### src/rtl/ldst_arbiter_pkg.sv
// Shared load/store port types and the arbiter FSM state encoding.
package ldst_arbiter_pkg;
    localparam int PTR_W  = 32;
    localparam int WORD_W = 32;

    typedef logic [PTR_W-1:0]  ptr;
    typedef logic [WORD_W-1:0] word;

    typedef enum logic {
        IDLE = 1'b0,
        WAIT = 1'b1
    } ldst_arb_state;
endpackage

### src/rtl/ldst_rr_pick.sv
// Combinational winner select: round-robin after a pointer, or lowest-index priority.
module ldst_rr_pick #(
    parameter int N     = 2,
    parameter int IDX_W = $clog2(N)
) (
    input  logic [N-1:0]     vld,
    input  logic [IDX_W-1:0] rr_ptr,
    input  logic             round_robin,
    output logic             any,
    output logic [IDX_W-1:0] win
);
    int idx;

    always_comb begin
        win = '0;
        idx = 0;
        any = |vld;
        if (round_robin) begin
            // Walk from the farthest candidate back so the nearest one after rr_ptr wins.
            for (int k = N; k >= 1; k--) begin
                idx = int'(rr_ptr) + k;
                if (idx >= N) idx = idx - N;
                if (vld[idx[IDX_W-1:0]]) win = idx[IDX_W-1:0];
            end
        end else begin
            for (int i = N - 1; i >= 0; i--) begin
                if (vld[i[IDX_W-1:0]]) win = i[IDX_W-1:0];
            end
        end
    end
endmodule

### src/rtl/ldst_arbiter.sv
// Arbitrates N_REQ requesters onto one load/store port, one outstanding access at a time.
module ldst_arbiter
    import ldst_arbiter_pkg::*;
#(
    parameter int N_REQ       = 2,
    parameter int ROUND_ROBIN = 1
) (
    input  logic                       clk,
    input  logic                       rst_n,
    input  logic [N_REQ-1:0]           req_start,
    input  logic [N_REQ-1:0]           req_write,
    input  logic [PTR_W-1:0]           req_addr    [N_REQ],
    input  logic [WORD_W-1:0]          req_data_wr [N_REQ],
    output logic [N_REQ-1:0]           req_ready,
    output logic [WORD_W-1:0]          req_data_rd,
    output logic                       mem_start,
    output logic                       mem_write,
    output logic [PTR_W-1:0]           mem_addr,
    output logic [WORD_W-1:0]          mem_data_wr,
    input  logic                       mem_ready,
    input  logic [WORD_W-1:0]          mem_data_rd,
    output logic                       busy,
    output logic [$clog2(N_REQ)-1:0]   grant,
    output logic                       err_overlap
);
    localparam int IDX_W = $clog2(N_REQ);

    ldst_arb_state    state;
    logic [IDX_W-1:0] rr_ptr;
    logic [IDX_W-1:0] win;
    logic [IDX_W-1:0] sel;
    logic             any;
    logic             done;
    logic             drive;
    logic             overlap;
    logic [N_REQ-1:0] slot_vld;
    logic [N_REQ-1:0] slot_write;
    ptr               slot_addr [N_REQ];
    word              slot_data [N_REQ];
    logic [N_REQ-1:0] clr;
    logic [N_REQ-1:0] load;

    ldst_rr_pick #(.N(N_REQ), .IDX_W(IDX_W)) u_pick (
        .vld         (slot_vld),
        .rr_ptr      (rr_ptr),
        .round_robin (ROUND_ROBIN != 0),
        .any         (any),
        .win         (win)
    );

    // A slot being completed this cycle may be reloaded by its owner without error.
    always_comb begin
        done    = (state == WAIT) && mem_ready;
        overlap = 1'b0;
        clr     = '0;
        load    = '0;
        for (int i = 0; i < N_REQ; i++) begin
            clr[i]  = done && (grant == IDX_W'(i));
            load[i] = req_start[i] && (!slot_vld[i] || clr[i]);
            if (req_start[i] && slot_vld[i] && !clr[i]) overlap = 1'b1;
        end
    end

    always_comb begin
        sel         = (state == IDLE) ? win : grant;
        drive       = (state == WAIT) || any;
        mem_start   = (state == IDLE) && any;
        busy        = (state == WAIT);
        mem_write   = drive && slot_write[sel];
        mem_addr    = drive ? slot_addr[sel] : '0;
        mem_data_wr = drive ? slot_data[sel] : '0;
        req_ready   = clr;
        req_data_rd = done ? mem_data_rd : '0;
    end

    always_ff @(posedge clk or negedge rst_n) begin
        if (!rst_n) begin
            state       <= IDLE;
            grant       <= '0;
            rr_ptr      <= IDX_W'(N_REQ - 1);
            slot_vld    <= '0;
            err_overlap <= 1'b0;
        end else begin
            slot_vld <= (slot_vld & ~clr) | load;
            if (overlap) err_overlap <= 1'b1;
            case (state)
                IDLE: begin
                    if (any) begin
                        grant <= win;
                        state <= WAIT;
                    end
                end
                WAIT: begin
                    if (mem_ready) begin
                        rr_ptr <= grant;
                        state  <= IDLE;
                    end
                end
                default: state <= IDLE;
            endcase
        end
    end

    // Payload is qualified by slot_vld, so it needs no reset.
    always_ff @(posedge clk) begin
        for (int i = 0; i < N_REQ; i++) begin
            if (load[i]) begin
                slot_write[i] <= req_write[i];
                slot_addr[i]  <= req_addr[i];
                slot_data[i]  <= req_data_wr[i];
            end
        end
    end
endmodule
### config.mk
export PLATFORM = sky130hd
export DESIGN_NAME = ldst_arbiter
export DESIGN_NICKNAME = d
export VERILOG_FILES = /design/src/rtl/ldst_arbiter_pkg.sv /design/src/rtl/ldst_rr_pick.sv /design/src/rtl/ldst_arbiter.sv
export SDC_FILE = /design/constraint.sdc
export NUM_CORES = 1
export LEC_CHECK = 0
export ABC_AREA = 1
export CAP_MARGIN = 25
export CORE_MARGIN = 4
export CORE_UTILIZATION = 40
export CTS_BUF_LIST = sky130_fd_sc_hd__clkbuf_8
export DETAILED_ROUTE_END_ITERATION = 12
export PLACE_DENSITY = 0.76
export SKIP_LAST_GASP = 1
export SYNTH_ARGS = -nofsm -noshare
export SYNTH_HDL_FRONTEND = slang
export SYNTH_HIERARCHICAL = 1
export SYNTH_SLANG_ARGS = --single-unit
### constraint.sdc
create_clock -name clk -period 5 [get_ports clk]
set_input_delay 1.25 -clock clk [delete_from_list [all_inputs] [get_ports clk]]
set_output_delay 1.25 -clock clk [all_outputs]
set_load 0.01 [all_outputs]
# ---- Word-level counts from Yosys, hierarchy flattened
# Memory sizes are Yosys's and may differ from the RTL's.
# Index checks and enable logic that the tools add are counted.
dict set report classes {
  addsub 4
  n_lt_le_gt_ge 5
  n_mux 23
  n_bitwise 5
  n_reduce_logical 21
}
# operator n
set op_table {}
lappend op_table {{32-bit 2-to-1 mux} 3}
lappend op_table {{1-bit 2-to-1 mux} 19}
lappend op_table {{1-bit logical AND} 11}
lappend op_table {{1-bit by 2-bit < comparator with 1-bit output, second input constant} 3}
lappend op_table {{1-bit logical NOT} 4}
lappend op_table {{2-bit AND reduction} 2}
lappend op_table {{1-bit by 2-bit adder with 3-bit output, second input constant} 1}
lappend op_table {{3-bit by 2-bit >= comparator with 1-bit output, second input constant} 1}
lappend op_table {{1-bit logical OR} 3}
lappend op_table {{1-bit by 1-bit adder with 2-bit output, second input constant} 1}
lappend op_table {{2-bit bitwise AND} 1}
lappend op_table {{2-bit >= comparator, second input constant} 1}
lappend op_table {{1-bit NOT} 2}
lappend op_table {{2-bit NOT} 1}
lappend op_table {{2-bit bitwise OR} 1}
lappend op_table {{1-bit case mux with 2 select lines} 1}
lappend op_table {{2-bit OR reduction} 1}
lappend op_table {{1-bit subtractor, second input constant} 2}
dict set report word_totals {
  regBits 8
  ramBits 128
  input_bits 167
  output_inout_bits 103
  wordCells 67
  n_memories 2
}
# name words word_bits read_ports rd_clocked_by_memory_dff write_ports line
set mem_list {}
lappend mem_list {slot_addr 2 32 1 0 2 ldst_arbiter.sv:38} ;# ptr slot_addr [N_REQ];
lappend mem_list {slot_data 2 32 1 0 2 ldst_arbiter.sv:39} ;# word slot_data [N_REQ];

# ---- Longest topological paths before layout
# Gate-level depths: netlist (run 1).
dict set report depth {
  depth_word 11
  depth_mapped 10
  depth_no_buf 8
}

# ---- Modules after synthesis
# Netlist (run 1), hierarchy kept.
# mod n_inst cells_each area_each_um2 seq_area_each_um2
set modules_own_cells {}
lappend modules_own_cells {ldst_arbiter 1 593 5899.4 4055.1}
lappend modules_own_cells {ldst_rr_pick 1 5 22.5 0.0}

# ---- Least setup slack after synthesis (run 1)
# Ideal clock, no wire load.
dict set report synth_path {
  kind {input to register}
  start {in mem_ready}
  end {mem slot_addr[1][0] in the netlist's numbering (enable)}
  setup_ps 509
  arrival_ps 4702
  required_time_ps 4491
  setup_slack_ps -211
  path_stages 4
  path_buffers 0
  cell_sequence {nand2_1 inv_1 nand2_1 a21oi_1}
}
# item line
set synth_lines {}
lappend synth_lines {{start, declared} ldst_arbiter.sv:20} ;# input logic mem_ready,
lappend synth_lines {{end, declared} ldst_arbiter.sv:38}

# ---- Final worst setup path (run 1)
dict set report layout_path {
  start {reg rr_ptr}
  end {out mem_data_wr[27]}
}
dict set report layout_via {
  elab_chain_cells 10
  word_cells_on_any_way 17
  cone_classes {4 x add/sub; 2 x order compare; 10 x mux; 1 x memory}
}
# item line
set layout_lines {}
lappend layout_lines {{start, declared} ldst_arbiter.sv:29} ;# logic [IDX_W-1:0] rr_ptr;
lappend layout_lines {{start signal, assigned} ldst_arbiter.sv:80} ;# rr_ptr <= IDX_W'(N_REQ - 1);
lappend layout_lines {{start signal, assigned} ldst_arbiter.sv:95} ;# rr_ptr <= grant;
lappend layout_lines {{1-bit by 2-bit adder with 3-bit output} ldst_rr_pick.sv:21} ;# idx = int'(rr_ptr) + k;
lappend layout_lines {{3-bit by 2-bit >= comparator with 1-bit output or 1-bit subtractor (tied branches)} ldst_rr_pick.sv:22} ;# if (idx >= N) idx = idx - N;
lappend layout_lines {{1-bit 2-to-1 mux} ldst_rr_pick.sv:22}
lappend layout_lines {{1-bit 2-to-1 mux (implied by the code) (2 in series)} ldst_rr_pick.sv:23} ;# if (vld[idx[IDX_W-1:0]]) win = idx[IDX_W-1:0];
lappend layout_lines {{1-bit 2-to-1 mux} ldst_rr_pick.sv:23}
lappend layout_lines {{1-bit 2-to-1 mux (*)} ldst_rr_pick.sv:23}
lappend layout_lines {{via win} ldst_arbiter.sv:30} ;# logic [IDX_W-1:0] win;
lappend layout_lines {{1-bit 2-to-1 mux (*)} ldst_arbiter.sv:65} ;# sel = (state == IDLE) ? win : grant;
lappend layout_lines {{memory read 2 x 32 bit (*)} n/a}
lappend layout_lines {{32-bit 2-to-1 mux (*)} ldst_arbiter.sv:71} ;# mem_data_wr = drive ? slot_data[sel] : '0;
lappend layout_lines {{end, declared} ldst_arbiter.sv:19} ;# output logic [WORD_W-1:0] mem_data_wr,
# Mark *: on every way through the listed nets, which the timed path passes. The rest lies on a longest branch. The select of a mux whose other input is x is not followed.

==> results of run 1 <==
## area by class of cell
type	count	area (sq um)	share of cell area, %
Clock buffer	17	234	2.56
Clock inverter	14	96.3	1.05
Inverter	110	413	4.52
Multi-Input combinational cell	321	1340	14.7
Sequential cell	136	4060	44.4
Tap cell	184	230	2.52
Timing Repair Buffer	278	2770	30.3
## through the flow
step | area [sq um] | power, W
after global routing | 9140 | 0.00476
after CTS | 9140 | 0.00452
after global placement | 8810 | 0.00372
final | 9140 | 0.00446
after detailed placement | 8810 | 0.00374
after floorplan | 5930 | 0.00258
## worst max-delay path: stages, from the launching register on
cell             delay (ns)
dfstp_2                0.53
inv_1                  0.04
nand2_1                0.05
a21oi_1                0.06
inv_1                  0.15
nand2_2                0.45
buf_4                  0.44
nand3_1                0.10
nand2_1                0.06
nor2_1                 0.10
clkdlybuf4s50_1        0.59
## sequential cells by signal (all words and copies together) (netlist names)
register / cells
grant: 1
busy: 1
slot_vld: 2
slot_write: 2
slot_addr: 64
rr_ptr: 1
err_overlap: 1
slot_data: 64
## routing by layer
layer	vias to the layer above	GRT usage (%)	wire, microns
li1	2402	-	-
met1	2195	21.1	6160
met2	147	33.0	8440
met3	43	6.88	1060
met4	2	9.11	597
met5	-	0	20
## kinds of logic (layout without fill, tap and decap cells)
logic type      Yosys count  in the layout  share of synthesized area (%)
buf+inv                 141            419                           9.53
other cells               1              1                         0.0633
simple gates            314            314                           21.4
flops                   136            136                           68.5
compound gates            6              6                          0.507
## report_power, final
part	total, W	leakage [nW]	switching [W]	internal, W
clock network	0.000774	0.181	0.000399	0.000375
registers	0.00151	1.26	0.0000576	0.00145
logic	0.00217	2.57	0.00113	0.00104
total	0.00446	4.01	0.00159	0.00286
## final timing paths
kind	to	slack (ns)	cells after the start
max in group asynchronous	rr_ptr	3.67	1
hold reg to reg	rr_ptr	0.47	2
hold / removal	rr_ptr	0.47	2
min in group asynchronous	err_overlap	1.05	1
setup / recovery	mem_data_wr[27]	0.70	10
setup reg to reg	slot_addr[0][9]	2.56	5
## cell usage in the layout (no fill, tap or decap), drive strengths merged
cell | Yosys | routed
clkinvlp | 0 | 2
dfrtp | 5 | 5
clkinv | 0 | 7
nor2 | 162 | 162
clkdlybuf4s50 | 0 | 269
dfstp | 1 | 1
buf | 24 | 9
clkbuf | 7 | 17
nand2 | 84 | 84
inv | 110 | 114
nand3b | 1 | 1
bufinv | 0 | 1
edfxtp | 130 | 130
nand3 | 65 | 65
a21oi | 3 | 3
conb | 1 | 1
o21ai | 3 | 3
or2 | 2 | 2
==> results_dict.tcl, run 1 <==
set metrics [dict create \
    run_status "finished clean" \
    slew_headroom_pct 42.2 \
    h-tree-depth 4 \
    grt_pass1_vias 4832 \
    dp_hpwl_microns 11600 \
    detail_route.wl_per_cell_microns 15.4 \
    synthFlopType "edfxtp_1" \
    yosys.area.top_type_share_pct 65.9 \
    worstPathMaxFanout 38 \
    synth_top_cells_by_count "162 x nor2_1, 130 x edfxtp_1, 110 x inv_1" \
    cts.sink_count 136 \
    fin_tns_setup_ns 0 \
    fmax_mhz 233 \
    dp.cells 1029 \
    core_area_sq_mm 0.0145 \
    io_buffers 269 \
    hold_viol_final 0 \
    ant_nets 0 \
    clkSlewWorstSetupHoldPaths_ns 0.06 \
    synth_cell_type_count 17 \
    die-area_sq_mm 0.0168 \
    setup_ws_ns 0.701 \
    synth_area_leaders "edfxtp_1 66%, nor2_1 10%, inv_1 7.0%" \
    cp.required_ns 3.75 \
    fin_crit_sh_pct 86.0 \
    crit_arrival_ns 3.05 \
    gp_congestion 0.797 \
    ir_worst_vdd_mv 0.266 \
    synth_edf_count 130 \
    io-pin-count 270 \
    hp-class "register to register" \
    initial_utilization_pct 40.7 \
    drt-initial-drc-count 188 \
    die_h_microns 130 \
    postLayoutCoreUtil_pct 62.9 \
    via_count 4789 \
    drv_slew 0 \
    p_per_area_mw_per_mm2 487 \
    postCtsResizedCells 0 \
    syn_inst 598 \
    syn_avg_cell_area_sq_um 9.90 \
    yosysWarnings 6 \
    diodes 0 \
    vias_per_cell 4.52 \
    crit_type "register to output pin" \
    tritoncts "built" \
    crit_start "rr_ptr" \
    min_from "rr_ptr" \
    clk_latency_ns 0.44 \
    worst_slew_pin_slew_ns 0.867 \
    drc_errors 0 \
    cts_setup_buffers 0 \
    holdWs_ns 0.469 \
    firstDrtPassIters 4 \
    critPathLaunchType "register" \
    cts_hold_repair.buffers 0 \
    drive_gt1_share_pct 4.68 \
    r2r-start "busy" \
    yosysMostFrequentCell "nor2_1" \
    fill_cells 1162 \
    synth_area_sq_mm 0.00592 \
    cts_buffers 17 \
    critPathCaptureType "output pin" \
    synth_fp_nets 765 \
    async_reset_ff_share_pct 4.41 \
    die_w_microns 130 \
    ys_ff_latch 136 \
    final_net_count 1031 \
    antenna_found_initial 1 \
    pre_cts_ws_ns 0.884 \
    timing.final.crit_period_ns 4.30 \
    core.rowCount 44 \
    routed_wl_microns 16300 \
    drv_cap 0 \
    layout.cells.non_filler 1060 \
    grt.total_usage_pct 19.1 \
    cts_buffer_depth 2 \
    grt_pass1_wl_microns 24300 \
    area_growth_pct 54.4 \
    yosysSeqAreaShare_pct 68.5 \
    yosysTopAreaCell "edfxtp_1" \
    root_buffer "clkbuf_8" \
    setup_viol 0 \
    grt_max_degree 66 \
    fin_worst_skew_ns 0.00961 \
    grt_overflow 0 \
    p_leak_nw 4.01 \
    grt_setup_unrepaired "false" \
]
Note: power is estimated with default switching activity, not from simulation.
==> run 2, diff against run 1 <==
Settings changed: RECOVER_POWER from default to 100.
==> results_dict.tcl, run 2 (synthesis gave the netlist of run 1 again) <==
set metrics [dict create \
    run_status "finished, violations left" \
    violations "max-capacitance violations, max-slew violations" \
    dp_hpwl_microns 11600 \
    critPathMaxStageDelay_ns 0.67 \
    rrSetupSlack_ns 1.56 \
    postCtsResizedCells 0 \
    grt_overflow 0 \
    setup_viol 0 \
    whs_endpoint "rr_ptr" \
    r2r_cells 5 \
    hold_depth 2 \
    cts.sink_count 136 \
    p_leak_nw 4.14 \
    slew_headroom_pct -52.5 \
    timing.final.crit_period_ns 4.47 \
    clkSlewWorstSetupHoldPaths_ns 0.06 \
    io-pin-count 270 \
    critPathTopFamily "buffers and inverters" \
    min_from "rr_ptr" \
    r2r-start "busy" \
    final_net_count 1031 \
    slowest_stage "or2_2" \
    cts_hold_repair.buffers 0 \
    worst_slew_pin_slew_ns 2.29 \
    fin_crit_sh_pct 89.4 \
    fill_cells 1165 \
    via_count 4815 \
    ant_nets 0 \
    fin_tns_setup_ns 0 \
    worstPathMaxFanout 38 \
    tritoncts "built" \
    drv_slew 86 \
    grt_max_degree 66 \
    cts_setup_buffers 0 \
    reg.largest.list "slot_addr (64), slot_data (64)" \
    holdWs_ns 0.469 \
    ir_worst_vdd_mv 0.264 \
    die_h_microns 130 \
    root_buffer "clkbuf_8" \
    drc_errors 0 \
    io_buffers 269 \
    detail_route.wl_per_cell_microns 15.2 \
    place_area_sq_mm 0.00881 \
    timing.rr.end "slot_addr[0][5]" \
    area_growth_pct 54.4 \
    mostFrequentLayoutCells "230 x dlygate4sd3_1, 162 x nor2_1, 130 x edfxtp_1" \
    gp_congestion 0.797 \
    die_w_microns 130 \
    drt-initial-drc-count 210 \
    vias_per_cell 4.51 \
    crit_type "register to output pin" \
    core_area_sq_mm 0.0145 \
    timing.critical_path.buf_inv 2 \
    cp.required_ns 3.75 \
    p_per_area_mw_per_mm2 468 \
    hold_viol_final 0 \
    fin_worst_skew_ns 0.00932 \
    initial_utilization_pct 40.7 \
    pre_cts_ws_ns 0.884 \
    cts_buffers 17 \
    grt_pass1_vias 4832 \
    h-tree-depth 4 \
    grt_pass1_wl_microns 24300 \
    setup_ws_ns 0.530 \
    cts_buffer_depth 2 \
    critPathCaptureType "output pin" \
    firstDrtPassIters 4 \
    final_common_cell "dlygate4sd3_1" \
    routed_wl_microns 16200 \
    drv_cap 2 \
    critPathLaunchType "register" \
    stdcell_area_sq_mm 0.00914 \
    crit_arrival_ns 3.22 \
    finalPower_w 0.00428 \
    grt.total_usage_pct 19.1 \
    clk_latency_ns 0.44 \
    cp_cell_sequence "or2_0, or2_2, clkbuf_2, nand2_1, nor2_1, dlygate4sd3_1" \
    fmax_mhz 224 \
    antenna_found_initial 7 \
    die-area_sq_mm 0.0168 \
    hp-class "register to register" \
    drive_gt1_share_pct 4.57 \
    grt_setup_unrepaired "false" \
    core.rowCount 44 \
]
## run 2: cell count changes in the layout (fill, tap and decap cells not counted)
cell and change:
dlygate4sd3_1 +230, or2_0 +1, or2_1 -1, a21oi_1 +1, clkbuf_2 +3, a21oi_4 -1
buf_4 -3, clkdlybuf4s50_1 -230, diode_2 +7
## run 2: cell type report
class / instances / area (sq um) / share of cell area (%)
Antenna cell: 7 / 17.5 / 0.192
Clock buffer: 17 / 234 / 2.56
Clock inverter: 14 / 96.3 / 1.05
Inverter: 110 / 413 / 4.52
Multi-Input combinational cell: 321 / 1330 / 14.5
Sequential cell: 136 / 4060 / 44.4
Tap cell: 184 / 230 / 2.52
Timing Repair Buffer: 278 / 2770 / 30.2
## run 2: stage by stage
| step | util, % | cells |
|---|---|---|
| finish | 62.9 | 1067 |
| global route | 62.9 | 1065 |
| CTS | 62.9 | 1060 |
| detailed placement | 60.6 | 1029 |
| global placement | 60.6 | 1029 |
| floorplan | - | 598 |
## run 2: worst min-delay path, cell delays in order (launching register included)
cell,delay (ns)
dfstp_2,0.37
nand2_1,0.05
nand2_1,0.05
## run 2: worst max-delay path by stage
stage / from / end / slack, ns / cells past startpoint
floorplan: mem_ready / slot_addr[1][0] / 1.08 / 4
global placement: mem_ready / req_data_rd[24] / 0.95 / 5
detailed placement: mem_ready / req_data_rd[21] / 0.88 / 5
CTS: rr_ptr / mem_addr[31] / 0.60 / 10
global route: slot_vld[1] / mem_data_wr[27] / 0.24 / 6
finish: slot_vld[1] / mem_addr[0] / 0.53 / 6
## run 2: routing by layer
| metal | global-route usage [%] | vias up | share of wire [%] |
|---|---|---|---|
| li1 | - | 2410 | - |
| met1 | 21.1 | 2223 | 38 |
| met2 | 33.0 | 150 | 53 |
| met3 | 6.88 | 32 | 6.6 |
| met4 | 9.11 | 0 | 2.7 |
| met5 | 0 | - | 0 |
## run 2: power by group
| part | internal [W] | switching, W | leakage (nW) |
|---|---|---|---|
| logic | 0.000876 | 0.00112 | 2.70 |
| registers | 0.00146 | 0.0000562 | 1.26 |
| clock network | 0.000375 | 0.000399 | 0.181 |
| total | 0.00271 | 0.00157 | 4.14 |
